**config.mk**
```make
export PLATFORM = sky130hd
export DESIGN_NAME = lock_controller
export DESIGN_NICKNAME = d
export VERILOG_FILES = /design/src/rtl/lock_pkg.sv /design/src/rtl/lock_timer.sv /design/src/rtl/lock_controller.sv
export SDC_FILE = /design/constraint.sdc
export NUM_CORES = 1
export LEC_CHECK = 0
export ABC_AREA = 1
export BUFFER_PORTS_ARGS = -buffer_cell sky130_fd_sc_hd__buf_2
export CAP_MARGIN = 20
export CELL_PAD_IN_SITES_DETAIL_PLACEMENT = 1
export CELL_PAD_IN_SITES_GLOBAL_PLACEMENT = 2
export CORE_MARGIN = 1
export CORE_UTILIZATION = 35
export CTS_CLUSTER_DIAMETER = 40
export DETAILED_ROUTE_END_ITERATION = 7
export PLACE_DENSITY = 0.86
export SLEW_MARGIN = 0
export SYNTH_ARGS = -nofsm -noshare
export SYNTH_HDL_FRONTEND = slang
export SYNTH_SLANG_ARGS = --single-unit
```
**constraint.sdc**
```tcl
create_clock -name clk -period 5.1 [get_ports clk]
set_clock_uncertainty 0.15 [all_clocks]
set_input_delay 1.02 -clock clk [delete_from_list [all_inputs] [get_ports clk]]
set_output_delay 1.02 -clock clk [all_outputs]
set_load 0.05 [all_outputs]
```
**src/rtl/lock_pkg.sv**
```systemverilog
// Shared types and default sizing for the cycle-lock code-entry controller.
package lock_pkg;

    typedef enum logic [1:0] {
        ENTRY,
        CHECK,
        OPEN,
        LOCKOUT
    } lock_state_t;

    localparam int DIGITS_DEFAULT         = 4;
    localparam int DIGIT_W_DEFAULT        = 4;
    localparam int MAX_FAILS_DEFAULT      = 3;
    localparam int UNLOCK_CYCLES_DEFAULT  = 500;
    localparam int LOCKOUT_CYCLES_DEFAULT = 1000;

    // Wide enough to hold the longer of the two timed intervals.
    localparam int TIMER_W = $clog2(((UNLOCK_CYCLES_DEFAULT > LOCKOUT_CYCLES_DEFAULT) ?
                                     UNLOCK_CYCLES_DEFAULT : LOCKOUT_CYCLES_DEFAULT) + 1);

endpackage

```
**src/rtl/lock_timer.sv**
```systemverilog
// Loadable down-counter shared by the OPEN and LOCKOUT intervals.
module lock_timer
    import lock_pkg::*;
#(
    parameter int W = TIMER_W
) (
    input  logic         clk,
    input  logic         rst_n,
    input  logic         load,
    input  logic         clear,
    input  logic [W-1:0] load_val,
    output logic         expired
);

    logic [W-1:0] count;
    logic         running;

    // Counts down to zero after a load, then signals expiry for exactly one cycle.
    always_ff @(posedge clk or negedge rst_n) begin
        if (!rst_n) begin
            count   <= '0;
            running <= 1'b0;
        end else if (clear) begin
            count   <= '0;
            running <= 1'b0;
        end else if (load) begin
            count   <= load_val;
            running <= 1'b1;
        end else if (running) begin
            if (count == '0) begin
                running <= 1'b0;
            end else begin
                count <= count - W'(1);
            end
        end
    end

    assign expired = running && (count == '0);

endmodule

```
**src/rtl/lock_controller.sv**
```systemverilog
// Code-entry state machine: compares keypad digits with the stored code,
// opens the lock on a match and enforces a timed lockout after repeated failures.
module lock_controller
    import lock_pkg::*;
#(
    parameter int DIGITS         = DIGITS_DEFAULT,
    parameter int DIGIT_W        = DIGIT_W_DEFAULT,
    parameter int MAX_FAILS      = MAX_FAILS_DEFAULT,
    parameter int UNLOCK_CYCLES  = UNLOCK_CYCLES_DEFAULT,
    parameter int LOCKOUT_CYCLES = LOCKOUT_CYCLES_DEFAULT
) (
    input  logic                           clk,
    input  logic                           rst_n,
    input  logic [DIGITS*DIGIT_W-1:0]      code_i,
    input  logic                           digit_valid_i,
    input  logic [DIGIT_W-1:0]             digit_i,
    output logic                           digit_ready_o,
    input  logic                           clear_i,
    input  logic                           lock_i,
    output logic                           unlocked_o,
    output logic                           lockout_o,
    output logic                           alarm_o,
    output logic [$clog2(DIGITS+1)-1:0]    digit_cnt_o,
    output logic [$clog2(MAX_FAILS+1)-1:0] fail_cnt_o
);

    localparam int CW  = DIGITS * DIGIT_W;
    localparam int DCW = $clog2(DIGITS + 1);
    localparam int FCW = $clog2(MAX_FAILS + 1);
    localparam int TW  = $clog2(((UNLOCK_CYCLES > LOCKOUT_CYCLES) ?
                                 UNLOCK_CYCLES : LOCKOUT_CYCLES) + 1);

    lock_state_t        state, next_state;
    logic [CW-1:0]      code_q;
    logic [CW-1:0]      code_sel;
    logic [DIGIT_W-1:0] exp_digit;
    logic               mismatch;
    logic               accept;
    logic               timer_load;
    logic               timer_clear;
    logic [TW-1:0]      timer_val;
    logic               timer_expired;

    lock_timer #(.W(TW)) u_timer (
        .clk      (clk),
        .rst_n    (rst_n),
        .load     (timer_load),
        .clear    (timer_clear),
        .load_val (timer_val),
        .expired  (timer_expired)
    );

    // Digit 0 is checked against the live code because it is latched on that same edge.
    always_comb begin
        code_sel  = (digit_cnt_o == '0) ? code_i : code_q;
        exp_digit = '0;
        for (int k = 0; k < DIGITS; k++) begin
            if (digit_cnt_o == DCW'(k)) begin
                exp_digit = code_sel[(DIGITS-1-k)*DIGIT_W +: DIGIT_W];
            end
        end
    end

    always_ff @(posedge clk or negedge rst_n) begin
        if (!rst_n) begin
            state <= ENTRY;
        end else begin
            state <= next_state;
        end
    end

    always_comb begin
        next_state  = state;
        accept      = 1'b0;
        timer_load  = 1'b0;
        timer_clear = 1'b0;
        case (state)
            ENTRY: begin
                accept = digit_valid_i && !clear_i;
                if (accept && (digit_cnt_o == DCW'(DIGITS - 1))) begin
                    next_state = CHECK;
                end
            end
            CHECK: begin
                timer_load = 1'b1;
                if (!mismatch) begin
                    next_state = OPEN;
                end else if (fail_cnt_o >= FCW'(MAX_FAILS - 1)) begin
                    next_state = LOCKOUT;
                end else begin
                    next_state = ENTRY;
                    timer_load = 1'b0;
                end
            end
            OPEN: begin
                if (lock_i) begin
                    next_state  = ENTRY;
                    timer_clear = 1'b1;
                end else if (timer_expired) begin
                    next_state = ENTRY;
                end
            end
            LOCKOUT: begin
                if (timer_expired) begin
                    next_state = ENTRY;
                end
            end
            default: next_state = ENTRY;
        endcase
        timer_val = (next_state == OPEN) ? TW'(UNLOCK_CYCLES - 1) : TW'(LOCKOUT_CYCLES - 1);
    end

    // Attempt bookkeeping: digit count, sticky mismatch, latched code and failure count.
    always_ff @(posedge clk or negedge rst_n) begin
        if (!rst_n) begin
            digit_cnt_o <= '0;
            mismatch    <= 1'b0;
            code_q      <= '0;
            fail_cnt_o  <= '0;
        end else begin
            case (state)
                ENTRY: begin
                    if (clear_i) begin
                        digit_cnt_o <= '0;
                        mismatch    <= 1'b0;
                    end else if (accept) begin
                        digit_cnt_o <= digit_cnt_o + DCW'(1);
                        mismatch    <= mismatch | (digit_i != exp_digit);
                        if (digit_cnt_o == '0) begin
                            code_q <= code_i;
                        end
                    end
                end
                CHECK: begin
                    digit_cnt_o <= '0;
                    mismatch    <= 1'b0;
                    if (mismatch) begin
                        fail_cnt_o <= fail_cnt_o + FCW'(1);
                    end else begin
                        fail_cnt_o <= '0;
                    end
                end
                LOCKOUT: begin
                    if (timer_expired) begin
                        fail_cnt_o <= '0;
                    end
                end
                default: ;
            endcase
        end
    end

    // Outputs are registered from the next state so they change on the same edge as the state.
    always_ff @(posedge clk or negedge rst_n) begin
        if (!rst_n) begin
            digit_ready_o <= 1'b1;
            unlocked_o    <= 1'b0;
            lockout_o     <= 1'b0;
            alarm_o       <= 1'b0;
        end else begin
            digit_ready_o <= (next_state == ENTRY);
            unlocked_o    <= (next_state == OPEN);
            lockout_o     <= (next_state == LOCKOUT);
            alarm_o       <= (state == CHECK) && (next_state == LOCKOUT);
        end
    end

endmodule

```
==> results of run 1 <==
worst max-delay path, stage by stage:
cell and delay (ns):
buf_2 0.10, inv_1 0.08, nand4_1 0.39, nor2_1 0.64, mux2_1 0.39
power breakdown:
group          leakage (nW)  internal (mW)  total, mW  switching (mW)
Sequential            0.431          0.278      0.278        0.000654
Clock                0.0482          0.109      0.211           0.102
Combinational         0.782         0.0136     0.0373          0.0237
Total                  1.26          0.400      0.527           0.126
metrics by stage:
step | hold WS (ns) | cells | worst slack (ns) | cell area, um^2
6_report | 0.343 | 388 | 2.49 | 2440
5_1_grt | 0.384 | 388 | 2.31 | 2440
4_1_cts | 0.347 | 388 | 2.47 | 2440
3_5_place_dp | 0.329 | 380 | 2.17 | 2350
3_3_place_gp | 0.317 | 380 | 2.27 | 2350
2_1_floorplan | 0.303 | 277 | 2.92 | 2140
cells in the final DEF (no fill, tap or decap):
cell type,instances
o21ai_1,9
nor2_2,2
nor3_1,1
nand3_2,1
inv_2,8
buf_2,33
a31oi_1,2
nor2_4,2
a21oi_4,2
xor2_1,3
a21oi_2,1
mux2_1,6
nand2_4,1
ha_1,8
dfrtp_1,34
o21ai_0,16
nor4_2,1
nand3_1,21
nor2_1,25
clkinv_1,1
xnor2_1,1
nand2_2,1
nand2_1,73
o22ai_1,2
nand3b_1,4
clkbuf_1,1
o211ai_1,1
dfstp_2,1
a32o_1,1
o21ai_2,1
nand4_1,3
inv_1,32
clkbuf_8,6
a21oi_1,8
clkinv_2,1
area by class of cell:
class	count	area (um^2)	area share (%)
Multi-Input combinational cell	196	1060	43.5
Tap cell	75	93.8	3.84
Clock buffer	7	86.3	3.53
Timing Repair Buffer	33	165	6.76
Inverter	41	154	6.30
Clock inverter	1	5.00	0.205
Sequential cell	35	877	35.9
synth_stat cells (3+ instances only):
library cell,instances,area share (%)
nand4_1,3,0.88
dfrtp_1,34,40
nand3b_1,4,1.4
ha_1,8,4.7
a21oi_1,8,1.9
inv_1,32,5.6
o21ai_0,16,3.7
mux2_1,6,3.2
inv_2,8,1.4
nand2_1,73,13
nor2_1,25,4.4
xor2_1,3,1.2
o21ai_1,9,2.1
nand3_1,21,4.9
buf_6,3,1.6
metal layers:
metal	GRT usage (%)	vias up	routed length [um]	part of all wire, %
li1	-	957	-	-
met1	22.7	902	2360	45
met2	33.5	25	2680	51
met3	3.18	6	153	2.9
met4	4.82	0	57	1.1
met5	0	-	0	0
worst paths after layout:
kind | endpoint | slack [ns] | startpoint
worst max-delay path | code_q[6]$_DFFE_PN0P_ | 2.49 | clear_i
worst min-delay path | code_q[3]$_DFFE_PN0P_ | 0.34 | code_q[3]$_DFFE_PN0P_
worst max register to register | code_q[6]$_DFFE_PN0P_ | 2.59 | digit_cnt_o[0]$_DFFE_PN0P_
worst min register to register | code_q[3]$_DFFE_PN0P_ | 0.34 | code_q[3]$_DFFE_PN0P_
max in group asynchronous | u_timer.count[9]$_DFFE_PN0P_ | 3.61 | rst_n
min in group asynchronous | u_timer.count[4]$_DFFE_PN0P_ | 0.68 | rst_n
sequential cells by signal, summed over array words and instances (netlist names), 2 cells and up:
name,cells
code_q,12
state,2
digit_cnt_o,3
u_timer.count,10
fail_cnt_o,2
logic make-up after synthesis:
| logic type | after synthesis |
|---|---|
| AO/OA/AOI/OAI | 43 |
| flip-flops | 35 |
| AND/OR/NAND/NOR | 135 |
| buffers and inverters | 46 |
| XOR/XNOR | 4 |
| multiplexers | 6 |
| adder cells (fa/ha/maj) | 8 |
==> flow_summary.json, run 1 <==
{
  "cts-resized-gates": 0,
  "clock_latency_ns": 0.29,
  "synthArstFlopShare_pct": 100,
  "gp_congestion": 0.787,
  "holdCritPathClass": "reg -> reg",
  "timing.fmax_mhz": 383,
  "muxShareOfSynthArea_pct": 3.16,
  "synth_compound_area_share_pct": 12.1,
  "diodes": 0,
  "yosys.area_share.simple_pct": 28.2,
  "root_buffer": "clkbuf_8",
  "syn_nets": 310,
  "avgSynthCellArea_um2": 7.71,
  "yosysWarningCount": 0,
  "synth.distinct_cells": 34,
  "grt_pass1_vias": 1924,
  "wl_per_cell_um": 13.5,
  "clk_path_buf_depth": 2,
  "fillerInstances": 750,
  "hold_viol_final": 0,
  "ys.flop_type": "dfrtp_1",
  "synthAdderAreaFrac_pct": 4.69,
  "worstMarginPinSlew_ns": 0.821,
  "synth_seq_area_share_pct": 41.1,
  "finalSetupViolCount": 0,
  "crit_fanout": 12,
  "portBuffers": 33,
  "synthToLayoutAreaGrowth_pct": 14.4,
  "leakage_nw": 1.26,
  "track_usage_pct": 18.6,
  "r2r_cells": 5,
  "rsz0062_at_grt": "false",
  "post-route-util_pct": 41.5,
  "die_y_um": 80.1,
  "crit_path_end_kind": "flip-flop",
  "die_area_mm2": 0.00642,
  "core_area_mm2": 0.00589,
  "drtIter0Drc": 64,
  "ys_seq_elements": 35,
  "grt_pass1_wl_um": 8950,
  "vias": 1890,
  "run_status": "finished clean",
  "finalSetupTns_ns": 0,
  "vdd_ir_drop_max_uv": 164,
  "drt_pass1_iterations": 4,
  "synth_top_family_by_area": "simple AND/OR/NAND/NOR gates",
  "synthXorXnorAreaFrac_pct": 1.64,
  "hpwlAfterDp_um": 4040,
  "cts_buffers": 5,
  "antenna_found_initial": 0,
  "timing.final.crit_share_pct": 51.2,
  "io_pins": 34,
  "hold_depth": 2,
  "cts-hold-fix-buffers": 0,
  "crit_type": "in -> reg",
  "clkTransAtPathRegs_ns": 0.08,
  "syn_inst": 277,
  "syn-cell-area_mm2": 0.00214,
  "cp-start-kind": "primary input",
  "drive_above_1_share_pct": 19.5,
  "p_per_area_mw_per_mm2": 215,
  "cts_sinks": 35,
  "fin_nets": 345,
  "cts.htree.levels": 2,
  "synth_edf_count": 0,
  "drc": 0,
  "arrival_ns": 2.63,
  "start_util_pct": 36.3,
  "chipWidth_um": 80.1,
  "fin_crit_ns": 2.61,
  "wirelength_um": 5250,
  "rows": 28,
  "ant_nets": 0,
  "grt_overflow": 0,
  "slew_headroom_pct": 45.3,
  "tritoncts": "done",
  "maxCapViolations": 0,
  "viasPerCell": 4.87,
  "cp.required_ns": 5.11,
  "grt_max_degree": 36,
  "slew_viol_final": 0,
  "total_power_uw": 527,
  "cts_setup_buffers": 0
}
Note: power is estimated with default switching activity, not from simulation.
==> run 2: changes to the inputs <==
- CORE_UTILIZATION: 35 -> 32
- PLACE_DENSITY: 0.86 -> 0.8
- clock period: 5.1 -> 2.55 ns (I/O delays scaled with it)
==> run 2 against run 1 <==
Utilization shrank 3.0 points. Largest power group unchanged. Sequential power up 100%. Cell area grew 0.72%. Register-to-register slack worse by 2.2 ns. First-iteration DRC count down 31%. Clock-buffer cell count stayed put. Via count decreased by 0.21%. Total power up 95%. Worst hold slack got worse by 0.17 ns. Highest routed layer unchanged. Cell count is 1.3% higher. Combinational power increased by 99%.
==> flow_summary.json, run 2 (synthesis results as in run 1) <==
{
  "slew_viol_final": 0,
  "maxCapViolations": 0,
  "track_usage_pct": 16.8,
  "portBuffers": 33,
  "path_buf_inv": 1,
  "vdd_ir_drop_max_uv": 212,
  "rsz0062_at_grt": "false",
  "largest_reg_flops": 12,
  "drc": 0,
  "total_power_mw": 1.03,
  "antenna_found_initial": 0,
  "ant_nets": 0,
  "leakage_nw": 1.27,
  "wl_per_cell_um": 13.3,
  "slowest_delay_ns": 0.44,
  "drive_above_1_share_pct": 20.3,
  "core_area_mm2": 0.00639,
  "crit_path_end_kind": "flip-flop",
  "rows": 29,
  "die_y_um": 83.7,
  "start_util_pct": 33.4,
  "final_common_cell": "nand2_1",
  "hpwlAfterDp_um": 3970,
  "p_per_area_mw_per_mm2": 418,
  "fin_ws_ns": 0.393,
  "viasPerCell": 4.80,
  "holdCritPathClass": "in -> async",
  "root_buffer": "clkbuf_8",
  "grt_pass1_vias": 2028,
  "grt_max_degree": 36,
  "cp_cell_sequence": "inv_1, ha_2, nand2_4, o21ai_1, nand2_1, nand2_1, nand2_1, a21oi_1, nor2_1, nand2_1, nand2_1, a21oi_2",
  "grt_pass1_wl_um": 9390,
  "die_area_mm2": 0.00700,
  "cp-start-kind": "flip-flop",
  "hold_viol_final": 0,
  "gp_congestion": 0.743,
  "clkTransAtPathRegs_ns": 0.07,
  "cts-hold-fix-buffers": 0,
  "final_cell_mix": "73 x nand2_1, 34 x dfrtp_1, 33 x buf_2",
  "timing.fmax_mhz": 464,
  "run_status": "finished clean",
  "chipWidth_um": 83.7,
  "top_regs": "code_q (12), u_timer.count (10), digit_cnt_o (3)",
  "finalSetupTns_ns": 0,
  "crit_fanout": 14,
  "wirelength_um": 5210,
  "timing.final.crit_share_pct": 84.6,
  "place_ws_ns": 0.205,
  "drt_pass1_iterations": 4,
  "critPathSlowestCell": "dfrtp_1",
  "io_pins": 34,
  "drtIter0Drc": 44,
  "synthToLayoutAreaGrowth_pct": 15.2,
  "crit_type": "reg -> reg",
  "tritoncts": "done",
  "arrival_ns": 2.22,
  "slew_headroom_pct": 43.8,
  "cts.htree.levels": 2,
  "finalSetupViolCount": 0,
  "grt_overflow": 0,
  "crit_top_cell": "nand2_1",
  "fin_nets": 348,
  "worstMarginPinSlew_ns": 0.843,
  "cts_sinks": 35,
  "fin_crit_ns": 2.16,
  "clock_latency_ns": 0.28,
  "diodes": 0,
  "critPathTopFamily": "simple AND/OR/NAND/NOR gates",
  "clk_path_buf_depth": 2,
  "vias": 1886,
  "cp.required_ns": 2.62,
  "cts_buffers": 5,
  "regMostFlops": "code_q"
}
## run 2: cell count changes in the layout (fill, tap and decap cells not counted), sizes merged
cell	change
buf	+3
## run 2: path summary, 6_finish.rpt
check	start	endpoint	cells past startpoint	slack [ns]
setup / recovery	digit_cnt_o[0]$_DFFE_PN0P_	mismatch$_DFFE_PN0P_	12	0.39
hold / removal	rst_n	code_q[11]$_DFFE_PN0P_	1	0.17
setup reg to reg	digit_cnt_o[0]$_DFFE_PN0P_	mismatch$_DFFE_PN0P_	12	0.39
hold reg to reg	code_q[8]$_DFFE_PN0P_	code_q[8]$_DFFE_PN0P_	1	0.34
max in group asynchronous	rst_n	digit_cnt_o[1]$_DFFE_PN0P_	1	1.54
min in group clk	code_i[11]	code_q[11]$_DFFE_PN0P_	3	0.30
## run 2: layout make-up
class                      count  area (um^2)
tap                           77         96.3
inverter                      41          154
timing repair buffer          36          188
fill                         820         3930
clock inverter                 1         5.00
multi-input combinational    196         1060
clock buffer                   7         76.3
sequential                    35          877
## run 2: metal layers
metal | GRT usage [%] | routed length (um) | part of all wire, %
met1 | 20.4 | 2400 | 46
met2 | 30.5 | 2580 | 49
met3 | 3.36 | 187 | 3.6
met4 | 3.85 | 46 | 0.88
met5 | 0 | 0 | 0
## run 2: report_power, final
group	total, mW	leakage, nW	internal, mW	switching (mW)
Combinational	0.0741	0.796	0.0273	0.0469
Sequential	0.557	0.431	0.556	0.00122
Clock	0.398	0.0422	0.192	0.206
## run 2: timing repair
action / in CTS / in global routing
endpoints found under the setup margin: 0 / 1
gates resized for setup: 0 / 1
setup buffers: 0 / 0
## run 2: per-stage QoR
stage | cells | area, um^2 | hold WS (ns) | util (%)
global route | 393 | 2460 | 0.251 | 38.5
floorplan | 277 | 2140 | 0.0644 | -
finish | 393 | 2460 | 0.174 | 38.5
detailed placement | 385 | 2380 | 0.327 | 37.2
global placement | 385 | 2380 | 0.318 | 37.2
CTS | 393 | 2460 | 0.211 | 38.5
==> run 3: changes to the inputs <==
- ABC_AREA: 1 -> 0
- PLACE_DENSITY: 0.8 -> 0.77
- clock period: 2.55 -> 1.8 ns (I/O delays scaled with it)
==> run 3 against run 2 <==
The run now ends with setup timing left. Clock-buffer cell count is 1 lower. Synthesized cell count is 33% lower. Critical path depth is 4 lower. Sequential cell count stayed put. Clock power is 88% higher. Worst hold slack worse by 0.027 ns. Cell count is 12% lower. Fmax is 14% lower. Non-clock buffer count is 49 higher. Critical path type unchanged. Largest cell class unchanged. Largest power group unchanged.
==> flow_summary.json, run 3 <==
{
  "drive_above_1_share_pct": 52.9,
  "worstMarginPinSlew_ns": 0.490,
  "cts.htree.levels": 2,
  "synth_area_leaders": "dfrtp_1 43%, mux2_1 7.5%, ha_1 5.1%",
  "clock_power_share_pct": 43.2,
  "wirelength_um": 5400,
  "fin_hold_ws_ns": 0.147,
  "vias": 1683,
  "slew_headroom_pct": 67.3,
  "final_common_cell": "buf_4",
  "hold_viol_final": 0,
  "p_sw_uw": 396,
  "fin_crit_ns": 2.50,
  "crit_type": "reg -> reg",
  "synth_seq_area_share_pct": 44.8,
  "finalSetupViolCount": 2,
  "portBuffers": 33,
  "clk_path_buf_depth": 2,
  "diodes": 0,
  "fin_nets": 304,
  "synth_top_area_share_pct": 43.4,
  "die_y_um": 80.3,
  "rows": 28,
  "grt_pass1_wl_um": 8430,
  "clkTransAtPathRegs_ns": 0.08,
  "syn-cell-area_mm2": 0.00196,
  "crit_fanout": 3,
  "grt_pass1_vias": 1798,
  "core_area_mm2": 0.00592,
  "die_area_mm2": 0.00644,
  "top_regs": "code_q (12), u_timer.count (10), digit_cnt_o (3)",
  "arrival_ns": 2.53,
  "slew_viol_final": 0,
  "syn_nets": 219,
  "syn_inst": 186,
  "violations": "setup timing",
  "grt_overflow": 0,
  "synth_edf_count": 0,
  "fillerInstances": 669,
  "cp.required_ns": 1.83,
  "cts_sinks": 35,
  "yosysTopAreaCell": "dfrtp_1",
  "gp_congestion": 0.812,
  "seqPwrFrac_pct": 45.8,
  "timing.fmax_mhz": 400,
  "drt_pass1_iterations": 4,
  "grt_max_degree": 21,
  "synth.distinct_cells": 44,
  "final_cell_mix": "44 x buf_4, 33 x buf_2, 28 x dfrtp_1",
  "ant_nets": 0,
  "synthArstFlopShare_pct": 100,
  "wl_per_cell_um": 15.6,
  "cts_buffers": 5,
  "root_buffer": "clkbuf_8",
  "vdd_ir_drop_max_uv": 347,
  "largest_reg_flops": 12,
  "drtIter0Drc": 66,
  "viasPerCell": 4.85,
  "chipWidth_um": 80.3,
  "antenna_found_initial": 0,
  "p_int_mw": 1.34,
  "combPwrFrac_pct": 11.0,
  "post-route-util_pct": 49.6,
  "maxCapViolations": 0,
  "synthToLayoutAreaGrowth_pct": 49.9,
  "clock_latency_ns": 0.28,
  "timing.final.crit_share_pct": 139,
  "tritoncts": "done",
  "yosysWarningCount": 0,
  "start_util_pct": 33.1,
  "holdCritPathClass": "in -> reg",
  "track_usage_pct": 17.4,
  "cp-start-kind": "flip-flop",
  "crit_path_end_kind": "flip-flop",
  "ys.flop_type": "dfrtp_1",
  "rsz0062_at_grt": "true",
  "avgSynthCellArea_um2": 10.5,
  "drc": 0,
  "leakage_nw": 1.38,
  "synth_common_cells": "34 x dfrtp_1, 15 x a21oi_1, 14 x nand2_1, 13 x mux2_1",
  "fin_ws_ns": -0.698,
  "io_pins": 34,
  "ys_seq_elements": 35,
  "yosysMostFrequentCell": "dfrtp_1",
  "regMostFlops": "code_q",
  "finalSetupTns_ns": -0.702,
  "p_per_area_mw_per_mm2": 591,
  "hpwlAfterDp_um": 3730,
  "run_status": "finished with violations",
  "power.share.switching_pct": 22.8
}
==> run 3: repair_timing <==
action / in CTS / in global routing
pin swaps: 13 / 20
setup buffers: 6 / 10
hold endpoints to repair: 15 / 0
endpoints found under the setup margin: 10 / 18
hold buffers: 1 / 0
resized for setup: 13 / 27
==> run 3: power groups by stage <==
stage | logic, mW | clock network [mW] | registers (mW)
finish | 0.191 | 0.749 | 0.795
global route | 0.206 | 0.807 | 0.796
CTS | 0.189 | 0.774 | 0.795
detailed placement | 0.174 | 0 | 0.811
global placement | 0.172 | 0 | 0.810
floorplan | 0.0805 | 0 | 0.818
==> run 3: cell families (layout without fill, tap and decap cells) <==
kind of cell / count (synthesis) / in the layout / synth area share (%)
compound gates: 42 / 42 / 13.8
fa+ha+maj: 8 / 8 / 5.11
mux: 24 / 24 / 13.9
xor+xnor: 12 / 12 / 5.36
flops: 35 / 35 / 44.8
buf+inv: 16 / 102 / 3.96
simple gates: 49 / 49 / 13.1
==> run 3: routing by layer <==
layer	GRT usage [%]	vias to the layer above	wire (um)
met3	3.64	4	182
met1	20.4	816	2320
met5	0	-	0
li1	-	831	-
met4	4.82	0	39
met2	31.8	32	2850
==> run 3: path summary, 6_finish.rpt <==
check | start | endpoint | slack, ns | cells after the start
setup / recovery | digit_cnt_o[0]$_DFFE_PN0P_ | mismatch$_DFFE_PN0P_ | -0.70 | 8
hold / removal | code_i[1] | code_q[1]$_DFFE_PN0P_ | 0.15 | 2
setup reg to reg | digit_cnt_o[0]$_DFFE_PN0P_ | mismatch$_DFFE_PN0P_ | -0.70 | 8
hold reg to reg | fail_cnt_o[0]$_DFFE_PN0P_ | fail_cnt_o[0]$_DFFE_PN0P_ | 0.33 | 1
max in group asynchronous | rst_n | digit_ready_o$_DFF_PN1_ | 0.58 | 3
min in group asynchronous | rst_n | code_q[8]$_DFFE_PN0P_ | 0.39 | 2
==> run 3: worst max-delay path: stages, from the launching register on <==
cell and delay (ns):
dfrtp_2 0.44, inv_2 0.09, ha_4 0.16, mux2_4 0.30
a211o_1 0.28, a32oi_2 0.23, xnor2_1 0.09, or4_1 0.47
o21a_1 0.18
==> run 3: final cells by class <==
cell class / instances / area [um^2] / area share (%)
multi-input combinational: 135 / 1210 / 41.2
sequential: 35 / 885 / 30.1
timing repair buffer: 85 / 593 / 20.2
tap: 75 / 93.8 / 3.20
clock buffer: 6 / 82.6 / 2.81
inverter: 9 / 36.3 / 1.24
clock inverter: 2 / 35.0 / 1.19
==> run 3: stage by stage <==
| step | power (mW) | cell area (um^2) | setup WS [ns] | std cells |
|---|---|---|---|---|
| 2_1_floorplan | 0.898 | 2040 | -0.816 | 186 |
| 3_3_place_gp | 0.983 | 2520 | -0.680 | 322 |
| 3_5_place_dp | 0.985 | 2520 | -0.760 | 322 |
| 4_1_cts | 1.76 | 2750 | -0.690 | 337 |
| 5_1_grt | 1.81 | 2940 | -0.767 | 347 |
| 6_report | 1.74 | 2940 | -0.698 | 347 |
